**config.mk**
```make
export PLATFORM = sky130hd
export DESIGN_NAME = merge_write_arbiter_flat
export DESIGN_NICKNAME = d
export VERILOG_FILES = /design/src/rtl/merge_write_arbiter_if.sv /design/src/rtl/merge_write_arbiter.sv /design/src/flat_wrapper.sv
export SDC_FILE = /design/constraint.sdc
export NUM_CORES = 1
export LEC_CHECK = 0
export BUFFER_PORTS_ARGS = -buffer_cell sky130_fd_sc_hd__buf_2
export CAP_MARGIN = 15
export CORE_UTILIZATION = 47
export DETAILED_ROUTE_END_ITERATION = 10
export GPL_TIMING_DRIVEN = 0
export PLACE_DENSITY = 0.81
export SYNTH_ARGS = -nofsm -noshare
export SYNTH_HDL_FRONTEND = slang
export SYNTH_SLANG_ARGS = --single-unit
```
**constraint.sdc**
```tcl
create_clock -name Wclk -period 2.8 [get_ports Wclk]
set_input_delay 0.56 -clock Wclk [delete_from_list [all_inputs] [get_ports Wclk]]
set_output_delay 0.56 -clock Wclk [all_outputs]
set_load 0.01 [all_outputs]
```
**src/rtl/merge_write_arbiter_if.sv**
```systemverilog
`default_nettype none
// ============================================================================
//  Module   : merge_write_arbiter_if
//  Brief    : Channel handshake and FIFO write-port bundle for the merge arbiter.
//  Revision : 1.0
// ============================================================================
interface merge_write_arbiter_if #(
    parameter int N_CH     = 4,
    parameter int TS_WIDTH = 28
);
    logic [N_CH-1:0]          Ch_valid;
    logic [N_CH*TS_WIDTH-1:0] Ch_data;
    logic [N_CH-1:0]          Ch_ready;
    logic                     Fifo_full;
    logic                     Fifo_almost_full;
    logic                     Fifo_wrerr;
    logic                     Fifo_rst;
    logic                     Fifo_wren;
    logic [31:0]              Fifo_din;

    // Arbiter side: consumes channel data, drives the FIFO write port.
    modport master (
        input  Ch_valid, Ch_data, Fifo_full, Fifo_almost_full, Fifo_wrerr,
        output Ch_ready, Fifo_rst, Fifo_wren, Fifo_din
    );

    // Environment side: TDC channels and the FIFO primitive.
    modport slave (
        output Ch_valid, Ch_data, Fifo_full, Fifo_almost_full, Fifo_wrerr,
        input  Ch_ready, Fifo_rst, Fifo_wren, Fifo_din
    );
endinterface
`default_nettype wire

```
**src/rtl/merge_write_arbiter.sv**
```systemverilog
`default_nettype none
// ============================================================================
//  Module   : merge_write_arbiter
//  Brief    : Round-robin merge of N_CH TDC channels into one FIFO write port,
//             with FIFO reset sequencing and a saturating write-error counter.
//  Revision : 1.0
// ============================================================================
module merge_write_arbiter #(
    parameter int N_CH        = 4,
    parameter int TS_WIDTH    = 28,
    parameter int RST_CYCLES  = 5,
    parameter int WAIT_CYCLES = 8
) (
    input  wire logic        Wclk,
    input  wire logic        Rst_n,
    input  wire logic        Flush,
    output logic             Ready,
    output logic [15:0]      Wrerr_count,
    merge_write_arbiter_if.master bus
);

    localparam int CNT_MAX = (RST_CYCLES > WAIT_CYCLES) ? RST_CYCLES : WAIT_CYCLES;
    localparam int CNT_W   = $clog2(CNT_MAX + 1);
    localparam int PTR_W   = $clog2(N_CH);
    localparam int TAG_W   = 32 - TS_WIDTH;

    typedef enum logic [1:0] {
        RST_HOLD = 2'd0,
        RST_WAIT = 2'd1,
        RUN      = 2'd2
    } state_t;

    state_t             r_state, w_state_nxt;
    logic [CNT_W-1:0]   r_cnt, w_cnt_nxt;
    logic [PTR_W-1:0]   r_ptr;
    logic               r_wren;
    logic [31:0]        r_din;
    logic [15:0]        r_wrerr_cnt;

    logic [TS_WIDTH-1:0] w_ts [N_CH];
    logic [N_CH-1:0]     w_grant;
    logic [PTR_W-1:0]    w_gnt_idx;
    logic [PTR_W-1:0]    w_scan_idx;
    logic [PTR_W:0]      w_scan_sum;
    logic                w_gnt_any;
    logic                w_grant_en;
    logic                w_flush_run;
    logic [TAG_W-1:0]    w_tag;

    generate
        for (genvar gi = 0; gi < N_CH; gi++) begin : g_unpack
            assign w_ts[gi] = bus.Ch_data[gi*TS_WIDTH +: TS_WIDTH];
        end
    endgenerate

    assign w_grant_en  = !bus.Fifo_almost_full && !bus.Fifo_full;
    assign w_flush_run = Flush && (r_state == RUN);
    assign w_tag       = TAG_W'(w_gnt_idx);

    // ---------------- FSM ----------------
    always_ff @(posedge Wclk or negedge Rst_n) begin
        if (!Rst_n) begin
            r_state <= RST_HOLD;
            r_cnt   <= '0;
        end else begin
            r_state <= w_state_nxt;
            r_cnt   <= w_cnt_nxt;
        end
    end

    always_comb begin
        w_state_nxt  = r_state;
        w_cnt_nxt    = r_cnt;
        bus.Fifo_rst = 1'b0;
        Ready        = 1'b0;
        case (r_state)
            RST_HOLD: begin
                bus.Fifo_rst = 1'b1;
                if (r_cnt == CNT_W'(RST_CYCLES - 1)) begin
                    w_state_nxt = RST_WAIT;
                    w_cnt_nxt   = '0;
                end else begin
                    w_cnt_nxt = r_cnt + 1'b1;
                end
            end
            RST_WAIT: begin
                if (r_cnt == CNT_W'(WAIT_CYCLES - 1)) begin
                    w_state_nxt = RUN;
                    w_cnt_nxt   = '0;
                end else begin
                    w_cnt_nxt = r_cnt + 1'b1;
                end
            end
            RUN: begin
                Ready = 1'b1;
                if (Flush) begin
                    w_state_nxt = RST_HOLD;
                    w_cnt_nxt   = '0;
                end
            end
            default: begin
                w_state_nxt = RST_HOLD;
                w_cnt_nxt   = '0;
            end
        endcase
    end

    // Round-robin search: first valid channel at or after ptr, wrapping.
    always_comb begin
        w_grant    = '0;
        w_gnt_idx  = '0;
        w_gnt_any  = 1'b0;
        w_scan_sum = '0;
        w_scan_idx = '0;
        if ((r_state == RUN) && w_grant_en) begin
            for (int j = 0; j < N_CH; j++) begin
                w_scan_sum = {1'b0, r_ptr} + (PTR_W+1)'(j);
                if (w_scan_sum >= (PTR_W+1)'(N_CH))
                    w_scan_sum = w_scan_sum - (PTR_W+1)'(N_CH);
                w_scan_idx = w_scan_sum[PTR_W-1:0];
                if (!w_gnt_any && bus.Ch_valid[w_scan_idx]) begin
                    w_gnt_any = 1'b1;
                    w_gnt_idx = w_scan_idx;
                end
            end
        end
        if (w_gnt_any)
            w_grant[w_gnt_idx] = 1'b1;
    end

    assign bus.Ch_ready = w_grant;

    always_ff @(posedge Wclk or negedge Rst_n) begin
        if (!Rst_n) begin
            r_ptr <= '0;
        end else if (w_gnt_any) begin
            r_ptr <= (w_gnt_idx == PTR_W'(N_CH - 1)) ? '0 : w_gnt_idx + 1'b1;
        end
    end

    // A word handshaken on the flush edge is dropped; the FIFO is being wiped.
    always_ff @(posedge Wclk or negedge Rst_n) begin
        if (!Rst_n) begin
            r_wren <= 1'b0;
            r_din  <= '0;
        end else if (w_gnt_any && !Flush) begin
            r_wren <= 1'b1;
            r_din  <= {w_tag, w_ts[w_gnt_idx]};
        end else begin
            r_wren <= 1'b0;
        end
    end

    always_ff @(posedge Wclk or negedge Rst_n) begin
        if (!Rst_n) begin
            r_wrerr_cnt <= '0;
        end else if (w_flush_run) begin
            r_wrerr_cnt <= '0;
        end else if (bus.Fifo_wrerr && (r_wrerr_cnt != 16'hFFFF)) begin
            r_wrerr_cnt <= r_wrerr_cnt + 16'd1;
        end
    end

    assign bus.Fifo_wren = r_wren;
    assign bus.Fifo_din  = r_din;
    assign Wrerr_count   = r_wrerr_cnt;

endmodule
`default_nettype wire

```
**src/flat_wrapper.sv**
```systemverilog
// flat-port wrapper written by rule: the top's interface ports become plain ports
module merge_write_arbiter_flat 
#(
    parameter int N_CH        = 4,
    parameter int TS_WIDTH    = 28,
    parameter int RST_CYCLES  = 5,
    parameter int WAIT_CYCLES = 8
)
  (Wclk, Rst_n, Flush, Ready, Wrerr_count, bus_Ch_valid, bus_Ch_data, bus_Fifo_full, bus_Fifo_almost_full, bus_Fifo_wrerr, bus_Ch_ready, bus_Fifo_rst, bus_Fifo_wren, bus_Fifo_din);
  merge_write_arbiter_if #(.N_CH(N_CH), .TS_WIDTH(TS_WIDTH)) bus_i ();
  input  wire logic Wclk;
  input  wire logic Rst_n;
  input  wire logic Flush;
  output logic Ready;
  output logic [15:0] Wrerr_count;
  input wire logic [$bits(bus_i.Ch_valid)-1:0] bus_Ch_valid;
  input wire logic [$bits(bus_i.Ch_data)-1:0] bus_Ch_data;
  input wire logic [$bits(bus_i.Fifo_full)-1:0] bus_Fifo_full;
  input wire logic [$bits(bus_i.Fifo_almost_full)-1:0] bus_Fifo_almost_full;
  input wire logic [$bits(bus_i.Fifo_wrerr)-1:0] bus_Fifo_wrerr;
  output wire logic [$bits(bus_i.Ch_ready)-1:0] bus_Ch_ready;
  output wire logic [$bits(bus_i.Fifo_rst)-1:0] bus_Fifo_rst;
  output wire logic [$bits(bus_i.Fifo_wren)-1:0] bus_Fifo_wren;
  output wire logic [$bits(bus_i.Fifo_din)-1:0] bus_Fifo_din;
  assign bus_i.Ch_valid = bus_Ch_valid;
  assign bus_i.Ch_data = bus_Ch_data;
  assign bus_i.Fifo_full = bus_Fifo_full;
  assign bus_i.Fifo_almost_full = bus_Fifo_almost_full;
  assign bus_i.Fifo_wrerr = bus_Fifo_wrerr;
  assign bus_Ch_ready = bus_i.Ch_ready;
  assign bus_Fifo_rst = bus_i.Fifo_rst;
  assign bus_Fifo_wren = bus_i.Fifo_wren;
  assign bus_Fifo_din = bus_i.Fifo_din;
  merge_write_arbiter #(.N_CH(N_CH), .TS_WIDTH(TS_WIDTH), .RST_CYCLES(RST_CYCLES), .WAIT_CYCLES(WAIT_CYCLES)) u_core (.Wclk(Wclk), .Rst_n(Rst_n), .Flush(Flush), .Ready(Ready), .Wrerr_count(Wrerr_count), .bus(bus_i));
endmodule
```
Word-level counts from Yosys, hierarchy flattened
Cells that the tools add are included.

word-level totals
  bits of input ports = 122
  register bits = 55
  output and inout port bits = 55
  word-level logic and storage cells = 104

cells by class
  reductions and logical operators = 18
  equality and inequality tests = 9
  bitwise logic cells = 1
  add/subtract/negate cells = 10
  magnitude comparators = 11
  muxes and demuxes = 49

operators by type and width
  kind                                                                count
  binary-select mux 28 bit (select 2 bit)                             1
  two-way mux 28 bit                                                  2
  two-way mux 2 bit                                                   17
  two-way mux 16 bit                                                  2
  adder 16 x 1 -> 16 bit (second input constant)                      1
  two-way mux 1 bit                                                   16
  two-way mux 4 bit                                                   4
  inequality test 16 bit (second input constant)                      1
  less-than comparator 2 x 3 -> 1 bit (second input constant)         5
  greater-or-equal comparator 3 bit (second input constant)           4
  one-hot mux 4 bit (3 select lines)                                  1
  logical AND 1 bit                                                   9
  binary-select mux 1 bit (select 2 bit)                              4
  equality test 4 x 3 -> 1 bit (second input constant)                2
  subtractor 2 x 1 -> 2 bit (second input constant)                   4
  adder 2 x 2 -> 3 bit (second input constant)                        2
  zero test 1 bit                                                     6
  one-hot mux 2 bit (3 select lines)                                  1
  adder 4 x 1 -> 4 bit (second input constant)                        1
  equality test 2 bit (second input constant)                         2
  inequality test 2 x 1 -> 1 bit (second input constant)              2
  adder 2 x 1 -> 3 bit (second input constant)                        1
  greater-or-equal comparator 2 x 3 -> 1 bit (second input constant)  1
  NOT 2 -> 3 bit                                                      1
  other kinds (8)                                                     8

Depth between registers and ports, before layout
  word-level depth = 25
  depth in mapped cells = 9
  depth with buffers taken out = 7

Worst setup path after synthesis
No wires, ideal clock.

  kind = input to output
  start = input bus_Fifo_almost_full
  end = output bus_Ch_ready[0]
  path slack = 0.181 ns
  data required time = 2.240 ns
  data arrival time = 2.059 ns
  buffers on the path = 1
  stages on the path = 6
  cells stage by stage = or4b_4 -> nor3_4 -> buf_2 -> inv_1 -> ha_1 -> and3_1

between the ends
  longest elaborated chain between the ends = 9
  elaborated cells on any way between the ends = 11
  classes of those cells = 2 x order compare; 5 x mux; 4 x reduce/logical

ends and longest elaborated chain
  element                                                                                                                  RTL line                    RTL
  start, declared                                                                                                          flat_wrapper.sv:19          input wire logic [$bits(bus_i.Fifo_almost_full)-1:0] bus_Fifo_almost_full;
  zero test 1 bit (*)                                                                                                      merge_write_arbiter.sv:56   assign w_grant_en = !bus.Fifo_almost_full && !bus.Fifo_full;
  logical AND 1 bit (*)                                                                                                    merge_write_arbiter.sv:56
  logical AND 1 bit (*)                                                                                                    merge_write_arbiter.sv:115  if ((r_state == RUN) && w_grant_en) begin
  two-way mux 2 bit                                                                                                        merge_write_arbiter.sv:115
  less-than comparator 2 x 3 -> 1 bit (implied by the code) or greater-or-equal comparator 2 x 1 -> 1 bit (tied branches)  merge_write_arbiter.sv:128  w_grant[w_gnt_idx] = 1'b1;
  logical AND 1 bit (implied by the code)                                                                                  merge_write_arbiter.sv:128
  two-way mux 1 bit (implied by the code)                                                                                  merge_write_arbiter.sv:128
  demux 1 bit (select 2 bit)                                                                                               n/a
  two-way mux 4 bit (*)                                                                                                    merge_write_arbiter.sv:127  if (w_gnt_any)
  end, declared                                                                                                            flat_wrapper.sv:21          output wire logic [$bits(bus_i.Ch_ready)-1:0] bus_Ch_ready;

Mark *: on every way between the ends. The rest lies on a longest branch, timed or not.

Final worst setup path
  start = register u_core.r_state[1]
  end = output bus_Ch_ready[0]

between the ends
  longest elaborated chain between the ends = 8
  elaborated cells on any way between the ends = 10
  classes of those cells = 2 x order compare; 1 x eq/ne; 5 x mux; 2 x reduce/logical

ends and longest elaborated chain
  element                                                                                                                  RTL line                    RTL
  start, declared                                                                                                          merge_write_arbiter.sv:33   state_t r_state, w_state_nxt;
  start signal, assigned                                                                                                   merge_write_arbiter.sv:66   r_state <= w_state_nxt;
  equality test 2 bit (*)                                                                                                  merge_write_arbiter.sv:115
  logical AND 1 bit (*)                                                                                                    merge_write_arbiter.sv:115
  two-way mux 2 bit                                                                                                        merge_write_arbiter.sv:115
  less-than comparator 2 x 3 -> 1 bit (implied by the code) or greater-or-equal comparator 2 x 1 -> 1 bit (tied branches)  merge_write_arbiter.sv:128
  logical AND 1 bit (implied by the code)                                                                                  merge_write_arbiter.sv:128
  two-way mux 1 bit (implied by the code)                                                                                  merge_write_arbiter.sv:128
  demux 1 bit (select 2 bit)                                                                                               n/a
  two-way mux 4 bit (*)                                                                                                    merge_write_arbiter.sv:127

Marked as above.

==> summary.txt <==
Run status
  • Status: finished, violations left
  • Failing checks: setup timing

Route
  • First-pass iteration count of the detailed router: 5
  • DR WL/cell: 15.56 um
  • Drt initial violations: 309
  • Drt drc: 0
  • Vias/cell: 5.706
  • Via count: 4137
  • Detail Route Antenna Nets: 0
  • Routed wire length: 11280 um

Timing
  • Actual slew at the worst max-slew pin: 805.6 ps
  • Max Slew Vio Count: 0
  • Min cycle time layout: 2817 ps
  • PnR worst setup slack: -17.12 ps
  • Unrepaired setup endpoints after global routing: yes
  • Rel. slew slack: 45.93%
  • Final Cycle Share: 100.6%
  • Fin. Hold Viols: 0
  • Clock skew: 11.65 ps
  • # setup viols final: 1
  • Max frequency: 355.0 MHz

Worst setup path
  • Reg2Reg Setup Slack: 240 ps
  • Critical path, cell by cell: clkbuf_8 -> or4b_4 -> nor3_4 -> inv_4 -> buf_6 -> ha_1 -> and3_1 -> buf_2
  • Crit path DAT: 2260 ps
  • Setup crit end: bus_Ch_ready[0]
  • R2r worst-path depth: 8
  • Worst r2r dst: u_core.bus.Fifo_din[1]$_DFFE_PN0P_
  • Crit-path max cell delay: 510 ps
  • CP endpoint kind: output pin
  • R2r startpoint: u_core.r_state[0]$_DFFE_PN0P_
  • Critical Path Source: u_core.r_state[1]$_DFFE_PN0P_
  • CP max FO: 10
  • Slowest CP cell: or4b_4
  • Kind of critical path: reg2out
  • CP startpoint kind: register
  • Req. time, crit path: 2240 ps

Cells and area
  • Most common cell after layout, fill and taps aside: buf_2
  • # fillers: 619
  • Share of layout cells above drive strength 1: 38.66%
  • Nets: 751
  • Area of the multi-input gates: 2125 um^2
  • Antenna Cells: 0
  • Register Area: 1378 um^2
  • Layout area overhead: 33.89%
  • Final core area utilization: 66.47%
  • Most frequent cells in the layout: buf_2, nor2_1, dfrtp_1

Job
  • MaxCap Viol Count: 0

Clock tree
  • Worst-Skew Late Latency: 310 ps
  • Max Root-Sink Buffers: 2
  • Root cell of the clock tree: clkbuf_8
  • CTS tree: yes
  • CTS buffer count: 5
  • Post-cts hold buffer count: 0
  • CTS clock-pin slew for the worst setup and hold paths: 110 ps
  • # H-tree levels: 2
  • Clock sink count: 55

Synth
  • Synthesized area: 3659 um^2
  • Post-synth cell types: 50
  • Synthesized flop and latch total: 55
  • Synth Flop Type: dfrtp_1
  • Syn Area/Cell: 8.469 um^2
  • Post-synthesis sequential area ratio: 37.62%
  • Mapped Cells: 432
  • Total number of yosys warnings: 0
  • EDFF count, synth: 0
  • Post-synth ARST share: 100.0%

Global routing
  • Vias in the first global route: 3939
  • Global Route Usage Sum: 27.52%
  • Initial antenna violation count: 0
  • Total congestion overflow: 0
  • Largest net degree at the start of global routing: 30
  • First-pass GRT wire length: 18490 um

Pwr
  • Maximum VDD drop: 0.2496 mV
  • P_leak: 2.355 nW
  • PwrDens: 533.3 nW/um^2

Place
  • # port buffers: 174
  • Placer congestion estimate: 0.8517
  • Detail Placement HPWL: 8517 um
  • Post-place setup slack: -386.7 ps

Die
  • # rows: 31
  • Full die area: 8141 um^2
  • DIE WIDTH: 90.23 um
  • IO Count: 177
  • Die height: 90.23 um
  • Starting Density: 49.64%
  • Placeable core area: 7370 um^2

Worst hold path
  • Hold WC Path Type: in2async
==> report_power, final <==
part / internal (mW) / switching (mW)
Clock: 0.180 / 0.277
Sequential: 0.961 / 0.155
Combinational: 0.495 / 0.545
Total: 1.63 / 0.977
==> flip-flops by register name (all words and copies together) (netlist names) <==
name and count:
u_core.bus.Fifo_din 30, u_core.Wrerr_count 16, u_core.bus.Fifo_wren 1, u_core.r_ptr 2
u_core.r_state 2, u_core.r_cnt 4
==> through the flow <==
stage,hold slack (ps),instances,total power [mW],cell area (um^2),setup TNS [ps]
finish,277.0,725,2.612,4898,-17.12
global route,336.6,725,2.787,4898,-71.46
CTS,301.6,721,2.609,4853,0
detailed placement,470.1,707,2.119,4677,-527.2
global placement,461.1,706,2.077,4657,-449.9
floorplan,264.4,433,1.729,3662,0
==> cell type report <==
type	instances	share of cell area [%]
flip-flops and latches	55	28.12
plain buffers	28	3.372
multi-input cells	341	43.37
well taps	99	2.529
repair buffers	187	20.03
clock inverters	3	0.5109
clock buffers	5	1.405
inverters	7	0.6641
==> timing repair <==
action | CTS | global route
setup buffers | 7 | 5
resized for setup | 10 | 5
pin swaps | 4 | 4
endpoints found under the setup margin | 4 | 11
==> synth_stat cells, types with 6 or more instances <==
cell type  instances  area share, %
a211o_1           20            4.8
a211oi_1          10            2.1
a21oi_1           11            1.5
a221oi_1          16            3.8
buf_2             15            2.1
clkbuf_1          10            1.0
dfrtp_1           55             38
inv_1              6           0.62
mux2_2            16            4.9
nand2_1           45            4.6
nand3_1           18            2.5
nor2_1            65            6.7
nor2b_1            6            1.0
nor3_1            20            2.7
o21ai_0           37            5.1
xnor2_1           12            2.9
==> cell families (layout without fill, tap and decap cells) <==
logic type,Yosys count,count (layout),share of synthesized area (%)
muxes,20,20,6.019
other,1,2,0.1025
adders and majority gates,4,4,1.368
AOI/OAI and AO/OA,120,120,23.32
and+or+nand+nor,183,183,23.74
xor gates and xnor gates,12,12,2.873
DFF,55,55,37.62
buffers and inverters,37,230,4.959
==> worst min path at each step <==
stage,start,to,slack [ps],cells past startpoint
2_1_floorplan,Rst_n,u_core.Wrerr_count[0]$_DFFE_PN0P_,260,0
3_3_place_gp,u_core.bus.Fifo_din[29]$_DFFE_PN0P_,u_core.bus.Fifo_din[29]$_DFFE_PN0P_,460,2
3_5_place_dp,u_core.bus.Fifo_din[29]$_DFFE_PN0P_,u_core.bus.Fifo_din[29]$_DFFE_PN0P_,470,2
4_1_cts,Rst_n,u_core.bus.Fifo_din[16]$_DFFE_PN0P_,300,1
5_1_grt,Rst_n,u_core.Wrerr_count[2]$_DFFE_PN0P_,340,1
6_report,Rst_n,u_core.bus.Fifo_din[22]$_DFFE_PN0P_,280,1
==> worst max-delay path, delay by kind of cell (launching register included) <==
| kind | cells | cell delay (ps) |
|---|---|---|
| adders and majority gates | 1 | 200 |
| buffers and inverters | 4 | 450 |
| DFF | 1 | 350 |
| and+or+nand+nor | 3 | 940 |
==> layer usage <==
layer / global-route usage, % / vias to the layer above / routed length, um
li1: - / 1952 / -
met1: 36.52 / 1928 / 4880
met2: 46.25 / 226 / 5267
met3: 3.384 / 31 / 832
met4: 9.677 / 0 / 297
met5: 0 / - / 0
Power figures use the tool's default switching activity.
